`config.mk`:
```
export PLATFORM = sky130hd
export DESIGN_NAME = shift_unit
export DESIGN_NICKNAME = d
export VERILOG_FILES = /design/src/rtl/shift_unit_pkg.sv /design/src/rtl/shift_step.sv /design/src/rtl/shift_unit.sv
export SDC_FILE = /design/constraint.sdc
export NUM_CORES = 1
export LEC_CHECK = 0
export BUFFER_PORTS_ARGS = -buffer_cell sky130_fd_sc_hd__buf_4
export CORE_MARGIN = 2
export CORE_UTILIZATION = 56
export DETAILED_ROUTE_END_ITERATION = 8
export PLACE_DENSITY = 0.92
export SKIP_LAST_GASP = 1
export SYNTH_ARGS = -nofsm -noshare
export SYNTH_HDL_FRONTEND = slang
export SYNTH_SLANG_ARGS = --single-unit
```
`constraint.sdc`:
```
create_clock -name clk -period 5.3 [get_ports clk]
set_input_delay 0.53 -clock clk [delete_from_list [all_inputs] [get_ports clk]]
set_output_delay 0.53 -clock clk [all_outputs]
set_load 0.05 [all_outputs]
```
`src/rtl/shift_unit_pkg.sv`:
```
// Shared encodings and widths for the multicycle shifter.
// Optional rotate-right support is enabled by defining SHIFT_UNIT_ROTR_EN.
package shift_unit_pkg;

  localparam int unsigned DATA_W  = 32;
  localparam int unsigned SHAMT_W = 5;
  localparam int unsigned OP_W    = 3;

  typedef enum logic [OP_W-1:0] {
    OP_NOP  = 3'b000,
    OP_LOAD = 3'b001,
    OP_SLL  = 3'b010,
    OP_SRL  = 3'b011,
    OP_SRA  = 3'b100,
    OP_ROTR = 3'b101
  } op_e;

  typedef enum logic [1:0] {
    IDLE  = 2'd0,
    SHIFT = 2'd1,
    DONE  = 2'd2
  } state_e;

  // Codes that are accepted from IDLE; everything else behaves as NOP.
  function automatic logic op_valid(input logic [OP_W-1:0] op);
    case (op)
      OP_LOAD, OP_SLL, OP_SRL, OP_SRA: return 1'b1;
`ifdef SHIFT_UNIT_ROTR_EN
      OP_ROTR: return 1'b1;
`endif
      default: return 1'b0;
    endcase
  endfunction

endpackage

```
`src/rtl/shift_step.sv`:
```
// Single-position shift of a data word by the latched operation.
// Rotate right exists only when SHIFT_UNIT_ROTR_EN is defined.
module shift_step
  import shift_unit_pkg::*;
(
  input  op_e               op_i,
  input  logic [DATA_W-1:0] data_i,
  output logic [DATA_W-1:0] data_o
);

  always_comb begin
    data_o = data_i;
    case (op_i)
      OP_SLL:  data_o = {data_i[DATA_W-2:0], 1'b0};
      OP_SRL:  data_o = {1'b0, data_i[DATA_W-1:1]};
      OP_SRA:  data_o = {data_i[DATA_W-1], data_i[DATA_W-1:1]};
`ifdef SHIFT_UNIT_ROTR_EN
      OP_ROTR: data_o = {data_i[0], data_i[DATA_W-1:1]};
`endif
      default: data_o = data_i;
    endcase
  end

endmodule

```
`src/rtl/shift_unit.sv`:
```
// Multicycle shifter: loads an operand, then shifts one bit per clock until the count expires.
// Define SHIFT_UNIT_ROTR_EN to accept op 3'b101 as rotate right.
module shift_unit
  import shift_unit_pkg::*;
(
  input  logic                clk,
  input  logic                reset,
  input  logic                start,
  input  logic [OP_W-1:0]     op,
  input  logic [SHAMT_W-1:0]  shamt,
  input  logic [DATA_W-1:0]   data_in,
  output logic [DATA_W-1:0]   data_out,
  output logic                busy,
  output logic                done
);

  state_e              state_q;
  op_e                 op_q;
  logic [SHAMT_W-1:0]  cnt_q;
  logic [DATA_W-1:0]   data_q;
  logic [DATA_W-1:0]   data_d;
  logic                busy_q;
  logic                done_q;

  shift_step u_step (
    .op_i   (op_q),
    .data_i (data_q),
    .data_o (data_d)
  );

  // Control FSM, counter and shift register; busy/done are registered with the state.
  always_ff @(posedge clk or negedge reset) begin
    if (!reset) begin
      state_q <= IDLE;
      op_q    <= OP_NOP;
      cnt_q   <= '0;
      data_q  <= '0;
      busy_q  <= 1'b0;
      done_q  <= 1'b0;
    end else begin
      case (state_q)
        IDLE: begin
          if (start && op_valid(op)) begin
            data_q <= data_in;
            cnt_q  <= shamt;
            op_q   <= op_e'(op);
            busy_q <= 1'b1;
            if (op == OP_LOAD || shamt == '0) begin
              state_q <= DONE;
              done_q  <= 1'b1;
            end else begin
              state_q <= SHIFT;
            end
          end
        end
        SHIFT: begin
          data_q <= data_d;
          cnt_q  <= cnt_q - SHAMT_W'(1);
          if (cnt_q == SHAMT_W'(1)) begin
            state_q <= DONE;
            done_q  <= 1'b1;
          end
        end
        DONE: begin
          state_q <= IDLE;
          busy_q  <= 1'b0;
          done_q  <= 1'b0;
        end
        default: begin
          state_q <= IDLE;
          busy_q  <= 1'b0;
          done_q  <= 1'b0;
        end
      endcase
    end
  end

  assign data_out = data_q;
  assign busy     = busy_q;
  assign done     = done_q;

endmodule

```
==> impl_metrics.env <==
export IMPL_fp_row_count=25
export IMPL_root_buffer="clkbuf_8"
export IMPL_antenna_found_initial=0
export IMPL_setup_ws_ns=2.63
export IMPL_dieArea_um2=5370
export IMPL_synth_top_area_frac=0.410
export IMPL_drc_errors=0
export IMPL_ys_seq_elements=44
export IMPL_hp_class="input pin to async pin"
export IMPL_core_area_um2=4660
export IMPL_synth_area_leader_cell="dfrtp_1"
export IMPL_preCtsSetupSlack_ns=2.35
export IMPL_die_w_um=73.3
export IMPL_routed_wl_mm=6.83
export IMPL_maxCapViolCount=0
export IMPL_syn_num_nets=336
export IMPL_grt_pass1_vias=2378
export IMPL_dr_pass1_iters=5
export IMPL_num_vias=2522
export IMPL_drive_gt1_frac=0.282
export IMPL_met1_length_mm=2.77
export IMPL_critPathCaptureType="flip-flop"
export IMPL_cts_sinks=44
export IMPL_fillerInstances=355
export IMPL_timing_final_max_slew_violations=0
export IMPL_regArea_um2=1100
export IMPL_wl_met2_mm=3.53
export IMPL_postCtsSetupBuffers=0
export IMPL_synth_edf_count=0
export IMPL_fin_setup_tns_ns=0
export IMPL_viasPerCell=6.23
export IMPL_die_h_um=73.3
export IMPL_yosysMostFrequentCell="nor2_1"
export IMPL_synthArstFlopShare=1.00
export IMPL_top_layer_used="met4"
export IMPL_nets=396
export IMPL_cts_made_buffers=5
export IMPL_slew_headroom=0.242
export IMPL_critical_path_class="input pin to flip-flop"
export IMPL_worst_pin_slew_ns=1.13
export IMPL_fin_skew_ns=0.0106
export IMPL_synth_area_um2=2690
export IMPL_synthFlopType="dfrtp_1"
export IMPL_netlist_instances=291
export IMPL_io_pins=77
export IMPL_setup_viol=0
export IMPL_ctsResizeCount=0
export IMPL_io_buffers=76
export IMPL_syn_area_per_cell_um2=9.23
export IMPL_synth_warnings=0
export IMPL_grt_overflow_total=0
export IMPL_worst_ep_arrival_time_ns=2.85
export IMPL_syn2layout_area_growth_pct=23.9
export IMPL_grt_pass1_wl_mm=11.0
export IMPL_clock_fmax_mhz=375
export IMPL_clk_latency_ns=0.29
export IMPL_drtIter0Drc=247
export IMPL_post_route_min_period_ns=2.67
export IMPL_required_ns=5.48
export IMPL_initial_core_util=0.576
export IMPL_worstPathMaxFanout=33
export IMPL_track_usage=0.262
export IMPL_synth_common_cells="nor2_1, dfrtp_1, nor3_1"
export IMPL_postCtsHoldBufs=0
export IMPL_ant_nets=0
export IMPL_rsz0062_at_grt="no"
export IMPL_cts_max_level=2
export IMPL_clk_pin_slew_worst_paths_ns=0.09
export IMPL_hold_viol_final=0
export IMPL_synth_cell_types=43
export IMPL_cts_buffer_depth=2
export IMPL_grt_start_max_net_pins=46
export IMPL_wl_per_cell_um=16.9
export IMPL_wl_met3_um=420
export IMPL_status="completed"
export IMPL_place_gp_congestion=0.844
export IMPL_antenna_cells=0
export IMPL_multi_input_area_um2=1440
export IMPL_synth_area_leaders="dfrtp_1, mux2i_1, a32o_1"
export IMPL_ys_seq_area_frac=0.410
export IMPL_finalCritPeriodShare=0.503
export IMPL_dp_hpwl_mm=4.70
export IMPL_critPathLaunchType="input pin"
export IMPL_tritoncts="built"
cell usage in the layout, fill, tap and decap left out, types with 2 or more instances in the layout:
master / instances
o31ai_1: 2
nand2_1: 7
nand2b_1: 2
a31o_2: 2
buf_4: 80
inv_1: 7
nor2_1: 68
o221a_1: 2
mux2i_1: 31
o21ai_0: 6
a32o_1: 30
mux2_2: 2
nor3_1: 32
ha_1: 2
clkbuf_8: 7
dfrtp_1: 44
nor3b_2: 2
cell families after synthesis:
family,Yosys count,share of synthesized area
AO/OA/AOI/OAI,55,0.182
adder cells (fa/ha/maj),2,0.00931
buffers and inverters,34,0.0610
flip-flops,44,0.410
multiplexers,35,0.134
AND/OR/NAND/NOR,121,0.204
stage by stage:
| stage | hold WS, ns | cells | instance area (um^2) | utilization |
|---|---|---|---|---|
| after floorplan | 0.234 | 291 | 2690 | - |
| after global placement | 0.510 | 398 | 3230 | 0.693 |
| after detailed placement | 0.513 | 398 | 3230 | 0.693 |
| after CTS | 0.252 | 405 | 3330 | 0.714 |
| after global routing | 0.277 | 405 | 3330 | 0.714 |
| final | 0.218 | 405 | 3330 | 0.714 |
flip-flops by register name, summed over array words and instances, names as in the netlist:
name and flops:
cnt_q 5, op_q 3, data_out 32, state_q 2, done 1, busy 1
area by class of cell:
| type | instances | share of cell area |
|---|---|---|
| Sequential cell | 44 | 0.331 |
| Multi-Input combinational cell | 213 | 0.432 |
| Tap cell | 54 | 0.0203 |
| Clock buffer | 7 | 0.0289 |
| Timing Repair Buffer | 80 | 0.180 |
| Inverter | 7 | 0.00789 |
path summary, 6_finish.rpt:
check                              from           end  slack [ns]  depth (start not counted)
setup / recovery                  op[1]   data_out[0]        2.63                          5
hold / removal                    reset  data_out[22]        0.22                          1
setup reg to reg             state_q[0]   data_out[0]        2.66                          3
hold reg to reg            data_out[19]  data_out[19]        0.53                          1
max in group asynchronous         reset  data_out[12]        4.68                          1
min in group clk                  op[2]       op_q[2]        0.51                          2
critical path, cell delays in order:
cell	delay (ns)
buf_4	0.13
or3_4	0.39
a31o_2	0.46
or3b_1	0.98
mux2_4	0.35
routing by layer:
metal  vias to the layer above  GRT usage
met5                         -          0
met4                         0     0.0823
met1                      1196      0.348
met3                        14     0.0466
met2                       116      0.435
li1                       1196          -
Power is not shown: default switching activity piles up to over one toggle a cycle in this logic, so the estimate is an artifact.
